File: src/rtl/rs_hs_pipeline_rr_scheduler.sv
// Credit-gated round-robin scheduler: merges NUM_REQ FWFT producers onto one
// handshake channel, tagging each word with its source index.
module rs_hs_pipeline_rr_scheduler #(
  parameter int unsigned DATA_WIDTH = 32,
  parameter int unsigned NUM_REQ    = 4,
  parameter int unsigned TAG_WIDTH  = (NUM_REQ > 1) ? $clog2(NUM_REQ) : 1,
  parameter int unsigned CREDITS    = 8,
  parameter int unsigned MAX_BURST  = 4
) (
  input  logic                            clk,
  input  logic                            reset,
  input  logic [NUM_REQ-1:0]              req_empty_n,
  input  logic [NUM_REQ*DATA_WIDTH-1:0]   req_dout,
  output logic [NUM_REQ-1:0]              req_read,
  output logic [DATA_WIDTH+TAG_WIDTH-1:0] out_din,
  output logic                            out_write,
  input  logic                            out_full_n,
  input  logic                            credit_return,
  output logic [7:0]                      credit_cnt,
  output logic                            credit_err
);

  localparam int unsigned BURST_W    = (MAX_BURST > 1) ? $clog2(MAX_BURST) : 1;
  localparam logic [7:0]  CREDIT_MAX = 8'(CREDITS);

  logic                  out_vld_r;
  logic                  prev_load;
  logic [TAG_WIDTH-1:0]  rr_ptr;
  logic [TAG_WIDTH-1:0]  last_grant;
  logic [BURST_W-1:0]    burst_cnt;

  logic                  fire;
  logic                  load;
  logic                  stick;
  logic                  found;
  logic [TAG_WIDTH-1:0]  grant_idx;
  logic [TAG_WIDTH-1:0]  next_ptr;
  logic [TAG_WIDTH-1:0]  scan_tag;
  logic [BURST_W-1:0]    burst_nxt;
  logic [DATA_WIDTH-1:0] grant_data;
  int unsigned           scan_idx;

  // Held words leave only when the head accepts and a far-end slot is reserved.
  assign fire      = out_vld_r & out_full_n & (credit_cnt != 8'd0) & ~reset;
  assign out_write = fire;
  assign load      = (~out_vld_r | fire) & (|req_empty_n) & ~reset;

  // Stick with the previous winner only across back-to-back loads.
  always_comb begin
    stick     = prev_load && (32'(burst_cnt) < MAX_BURST - 1) && req_empty_n[last_grant];
    grant_idx = last_grant;
    burst_nxt = burst_cnt + BURST_W'(1);
    found     = 1'b0;
    scan_idx  = 0;
    scan_tag  = '0;
    if (!stick) begin
      grant_idx = '0;
      burst_nxt = '0;
      for (int unsigned k = 0; k < NUM_REQ; k++) begin
        scan_idx = 32'(rr_ptr) + k;
        if (scan_idx >= NUM_REQ) scan_idx = scan_idx - NUM_REQ;
        scan_tag = TAG_WIDTH'(scan_idx);
        if (!found && req_empty_n[scan_tag]) begin
          found     = 1'b1;
          grant_idx = scan_tag;
        end
      end
    end
  end

  always_comb begin
    grant_data = '0;
    for (int unsigned i = 0; i < NUM_REQ; i++) begin
      if (TAG_WIDTH'(i) == grant_idx) grant_data = req_dout[i*DATA_WIDTH +: DATA_WIDTH];
    end
    next_ptr = (32'(grant_idx) == NUM_REQ - 1) ? '0 : grant_idx + TAG_WIDTH'(1);
    req_read = load ? (NUM_REQ'(1) << grant_idx) : '0;
  end

  always_ff @(posedge clk) begin
    if (reset) begin
      out_vld_r  <= 1'b0;
      out_din    <= '0;
      prev_load  <= 1'b0;
      rr_ptr     <= '0;
      last_grant <= '0;
      burst_cnt  <= '0;
      credit_cnt <= CREDIT_MAX;
      credit_err <= 1'b0;
    end else begin
      prev_load <= load;
      if (load) begin
        out_din    <= {grant_idx, grant_data};
        out_vld_r  <= 1'b1;
        last_grant <= grant_idx;
        rr_ptr     <= next_ptr;
        burst_cnt  <= burst_nxt;
      end else begin
        if (fire) out_vld_r <= 1'b0;
        burst_cnt <= '0;
      end
      // A return against a full counter indicates a protocol error downstream.
      if (fire && !credit_return) begin
        credit_cnt <= credit_cnt - 8'd1;
      end else if (credit_return && !fire) begin
        if (credit_cnt == CREDIT_MAX) credit_err <= 1'b1;
        else                          credit_cnt <= credit_cnt + 8'd1;
      end
    end
  end

endmodule

File: config.mk
export PLATFORM = sky130hd
export DESIGN_NAME = rs_hs_pipeline_rr_scheduler
export DESIGN_NICKNAME = d
export VERILOG_FILES = /design/src/rtl/rs_hs_pipeline_rr_scheduler.sv
export SDC_FILE = /design/constraint.sdc
export NUM_CORES = 1
export LEC_CHECK = 0
export ABC_CLOCK_PERIOD_IN_PS = 11100
export CAP_MARGIN = 0
export CORE_MARGIN = 5
export CORE_UTILIZATION = 44
export DETAILED_ROUTE_END_ITERATION = 12
export HOLD_SLACK_MARGIN = 0.06
export MAX_ROUTING_LAYER = met4
export PLACE_DENSITY = 0.84
export SYNTH_ARGS = -nofsm -noshare
export SYNTH_HDL_FRONTEND = slang
export SYNTH_SLANG_ARGS = --single-unit
export TNS_END_PERCENT = 100
File: constraint.sdc
create_clock -name clk -period 11.1 [get_ports clk]
set_clock_uncertainty 0.05 [all_clocks]
set_input_delay 3.33 -clock clk [delete_from_list [all_inputs] [get_ports clk]]
set_output_delay 3.33 -clock clk [all_outputs]
set_load 0.03 [all_outputs]
Word level (Yosys, flattened, before mapping) --
Index checks and enable logic that the tools add are counted.
Storage, ports and cells: bits in registers 51, bits of input ports 136, word-level logic and storage cells 107
Cells by class: multiplexer cells 40, order comparisons 10, reduce and logical (&&, ||, !) cells 20, bitwise gates (word level) 11, equality and inequality tests 6, shift operators 1, add/sub/neg operators 11
Operator list (number):
- 32-bit 2-to-1 mux | 4
- 2-bit 2-to-1 mux | 14
- 8-bit 2-to-1 mux | 3
- 2-bit by 3-bit less-than comparator with 1-bit output (second input constant) | 5
- 1-bit 2-to-1 mux | 13
- 1-bit binary-select mux with 2-bit select | 5
- 3-bit greater-or-equal comparator (second input constant) | 3
- 8-bit by 1-bit adder with 8-bit output (second input constant) | 1
- 8-bit by 4-bit == test with 1-bit output (second input constant) | 1
- 8-bit nonzero test | 1
- 2-bit by 1-bit subtractor with 2-bit output (second input constant) | 4
- 8-bit by 1-bit subtractor with 8-bit output (second input constant) | 1
- 1-bit logical AND | 7
- 2-bit by 2-bit adder with 3-bit output (second input constant) | 2
- 1-bit bitwise AND | 5
- 1-bit zero test | 5
- 1-bit inverter | 5
- 2-bit by 1-bit adder with 2-bit output (second input constant) | 2
- 2-bit == test (first input constant) | 2
- 4-bit 2-to-1 mux | 1
- 2-bit nonzero test | 2
- 4-bit OR reduction | 1
- 1-bit by 2-bit << shifter with 4-bit output (first input constant) | 1
- 2-bit by 1-bit adder with 3-bit output (second input constant) | 1
- 10 further kinds | 10

Longest topological paths before layout --
depth after elaboration 25, gate-level depth with buffers 14, depth with buffers taken out 12

Worst setup path before layout --
No wires, ideal clock.
kind input -> output, start point input req_empty_n[1], end point output req_read[2], cell stages on the path 8, data required time 7.720 ns, setup slack 2.468 ns, arrival 5.252 ns, cells stage by stage or3b_2 > o221ai_1 > a21oi_1 > a2bb2o_1 > ha_1 > clkbuf_1 > clkbuf_1 > and2_1
Between the ends: longest elaborated chain between the ends 18
RTL lines:
- start, declared | line 12 | input logic [NUM_REQ-1:0] req_empty_n,
- 1-bit binary-select mux with 2-bit select | line 63 | if (!found && req_empty_n[scan_tag]) begin
- 1-bit 2-to-1 mux (implied by the code) | line 63
- 1-bit 2-to-1 mux | line 63
- 1-bit 2-to-1 mux | line 56 | if (!stick) begin
- 1-bit zero test | line 63
- 1-bit logical AND | line 63
- 1-bit 2-to-1 mux | line 63
- 1-bit 2-to-1 mux | line 56
- [... 2 more ...]
- 1-bit 2-to-1 mux | line 63
- 1-bit 2-to-1 mux | line 56
- 1-bit zero test | line 63
- 1-bit logical AND | line 63
- 2-bit 2-to-1 mux | line 63
- 2-bit 2-to-1 mux | line 56
- 1-bit by 2-bit << shifter with 4-bit output | line 77 | req_read = load ? (NUM_REQ'(1) << grant_idx) : '0;
- 4-bit 2-to-1 mux (*) | line 77
- end, declared | line 14 | output logic [NUM_REQ-1:0] req_read,
Mark *: on every way between the ends. The rest lies on a longest branch, timed or not. The select of a mux whose other input is x is not followed.

Final worst setup path --
start point input req_empty_n[1], end point output req_read[0]
The elaborated chain is that of the path after synthesis.

==> impl_metrics.env <==
export IMPL_drc=0
export IMPL_grt_pass1_wl_um=19300
export IMPL_diodes=0
export IMPL_cts_max_path_buffers=2
export IMPL_synthCells=472
export IMPL_dieArea_um2=9930
export IMPL_worstMarginPinSlew_ps=944
export IMPL_core_area_um2=7770
export IMPL_min_path_type="reg -> reg"
export IMPL_clkTransAtPathRegs_ps=100
export IMPL_seq_area_frac_synth_pct=27.7
export IMPL_yosysWarnings=0
export IMPL_max_stage_delay_ps=680
export IMPL_clock_latency_ps=310
export IMPL_nNetsFinal=777
export IMPL_cts_sinks=49
export IMPL_port_buffers=183
export IMPL_crit_path_start_kind="input pin"
export IMPL_cts_hold_buf=0
export IMPL_antenna_left=0
export IMPL_syn_area_um2=3540
export IMPL_postCtsSetupBuffers=0
export IMPL_cts_resized=0
export IMPL_required_ps=7720
export IMPL_worstSetupEndpointType="output pin"
export IMPL_place_ws_ps=1450
export IMPL_clockRootBuffer="clkbuf_8"
export IMPL_crit_path_max_fanout=33
export IMPL_first_global_vias=3767
export IMPL_ys_async_sr_fraction_pct=0
export IMPL_grt_busiest_layer="met2"
export IMPL_critPathKind="in -> out"
export IMPL_grt_use_met1_pct=28.3
export IMPL_die_width_um=99.7
export IMPL_crit_chain="clkdlybuf4s50_1 -> or3b_2 -> o221ai_1 -> a21oi_1 -> a2bb2o_1 -> ha_1 -> buf_4 -> and2_1 -> clkdlybuf4s50_1"
export IMPL_synth_seq_cells=49
export IMPL_routed_via_density=5.37
export IMPL_num_rows=32
export IMPL_use_met2_pct=43.7
export IMPL_place_congestion=0.882
export IMPL_antenna_found_initial=0
export IMPL_powerDensity_nw_per_um2=188
export IMPL_synth_edf_count=0
export IMPL_fin_setup_tns_ps=0
export IMPL_io_pins=184
export IMPL_peakVddDrop_v=0.000124
export IMPL_rsz0062_at_grt="false"
export IMPL_final_layout_size_suffix_gt1_share_pct=4.30
export IMPL_final_cell_mix="clkdlybuf4s50_1, a21oi_1, nand2_1"
export IMPL_finalHoldViolations=0
export IMPL_fillCellCount=652
export IMPL_synth_area_per_cell_um2=7.49
export IMPL_drt_pass1_iter_count=6
export IMPL_cts_buffers=5
export IMPL_drt_iter0_drc=219
export IMPL_outcome="completed"
export IMPL_crit_top_cell="clkdlybuf4s50_1"
export IMPL_grt_usage_pct=25.0
export IMPL_period_share_pct=87.3
export IMPL_drv_cap=0
export IMPL_maxSlewHeadroom_pct=37.0
export IMPL_layout_commonest_cell="clkdlybuf4s50_1"
export IMPL_num_vias=3918
export IMPL_syn2layout_area_growth_pct=53.5
export IMPL_final_min_clock_period_ps=9690
export IMPL_setup_ws_ps=1410
export IMPL_initial_utilization_pct=45.5
export IMPL_maxSlewViolCount=0
export IMPL_grt_max_degree=78
export IMPL_ys_types=49
export IMPL_wire_per_inst_um=16.8
export IMPL_wirelength_um=12300
export IMPL_fmax_mhz=103
export IMPL_power_leakage_nw=2.15
export IMPL_setup_viol=0
export IMPL_die_y_um=99.7
export IMPL_arrival_ps=6310
export IMPL_synth_flop_cell="dfxtp_1"
export IMPL_slowest_stage="clkdlybuf4s50_1"
export IMPL_place_detailed_hpwl_um=9380
export IMPL_syn_nets=622
export IMPL_cts_tree="built"
export IMPL_htreeDepth=2
export IMPL_grt_use_met3_pct=5.33
export IMPL_globalRouteOverflowTotal=0
-- cell families (layout without fill, tap and decap cells) --
group / count (synthesis) / count (layout) / synth area share [%]
and+or+nand+nor: 180 / 180 / 29.1
AOI/OAI and AO/OA: 169 / 169 / 28.5
buffers and inverters: 51 / 207 / 6.93
DFF: 49 / 49 / 27.7
adders and majority gates: 14 / 14 / 5.16
muxes: 7 / 7 / 2.05
xor gates and xnor gates: 2 / 2 / 0.495
-- power breakdown --
group / leakage, nW / internal (W) / switching, W / total, W
clock network: 0.0364 / 0.0000443 / 0.0000650 / 0.000109
registers: 0.403 / 0.000230 / 0.0000380 / 0.000268
logic: 1.71 / 0.000284 / 0.000360 / 0.000644
total: 2.15 / 0.000558 / 0.000463 / 0.00102
-- per-layer routing --
metal | part of all wire, % | vias up
met2 | 52 | 137
met4 | 2.9 | 0
met3 | 5.9 | 24
li1 | - | 1973
met5 | 0 | -
met1 | 39 | 1784
-- synthesized netlist by cell type, types with 2 or more instances --
cell type | instances | area share (%)
nand2b_1 | 6 | 1.1
inv_1 | 11 | 1.2
and2_1 | 4 | 0.71
nand2_1 | 73 | 7.7
xnor2_1 | 2 | 0.50
buf_6 | 7 | 2.2
buf_1 | 2 | 0.21
nor2b_1 | 4 | 0.71
a21o_1 | 34 | 7.2
or3_1 | 2 | 0.35
a21oi_1 | 75 | 11
nor3b_1 | 31 | 6.6
mux2i_1 | 5 | 1.4
o211ai_1 | 3 | 0.64
nor4_1 | 2 | 0.35
mux2_2 | 2 | 0.64
a211oi_1 | 4 | 0.85
ha_1 | 13 | 4.6
dfxtp_1 | 49 | 28
nor2_1 | 13 | 1.4
clkbuf_1 | 30 | 3.2
o21ai_0 | 39 | 5.5
nand3b_1 | 34 | 7.2
or3b_2 | 2 | 0.50
-- per-stage QoR --
stage,total power (W),hold WS [ps],util (%),std cells,area [um2]
2_1_floorplan,0.000682,349,-,472,3540
6_report,0.00102,395,69.9,730,5430
5_1_grt,0.00109,421,69.9,730,5430
3_5_place_dp,0.000914,381,68.7,722,5340
3_3_place_gp,0.000900,358,68.7,722,5340
4_1_cts,0.00103,395,69.9,730,5430
-- worst max-delay path: cells and delay by family --
family          cells  cell delay (ps)
simple gates        2              710
buf+inv             3             1540
fa+ha+maj           1              180
compound gates      3              530
-- worst paths after layout --
kind / to / from / cells after the start / slack, ps
worst max-delay path: req_read[0] / req_empty_n[1] / 9 / 1410
worst max register to register: credit_cnt[7]$_SDFFE_PP0P_ / credit_cnt[7]$_SDFFE_PP0P_ / 11 / 7600
worst min-delay path: burst_cnt[0]$_SDFF_PP0_ / burst_cnt[0]$_SDFF_PP0_ / 1 / 400
worst min register to register: burst_cnt[0]$_SDFF_PP0_ / burst_cnt[0]$_SDFF_PP0_ / 1 / 400
-- sequential cells by signal (all words and copies together) (netlist names) --
register / cells
burst_cnt: 2
credit_cnt: 8
credit_err: 1
out_din: 34
out_vld_r: 1
prev_load: 1
rr_ptr: 2
-- area by class of cell --
cell class | count | area [um2] | share of cell area, %
clock buffers | 5 | 68.8 | 1.27
multi-input cells | 372 | 2320 | 42.8
well taps | 102 | 128 | 2.35
repair buffers | 188 | 1860 | 34.3
inverters | 11 | 41.3 | 0.761
clock inverters | 3 | 22.5 | 0.415
flip-flops and latches | 49 | 981 | 18.1
Power figures use the tool's default switching activity.
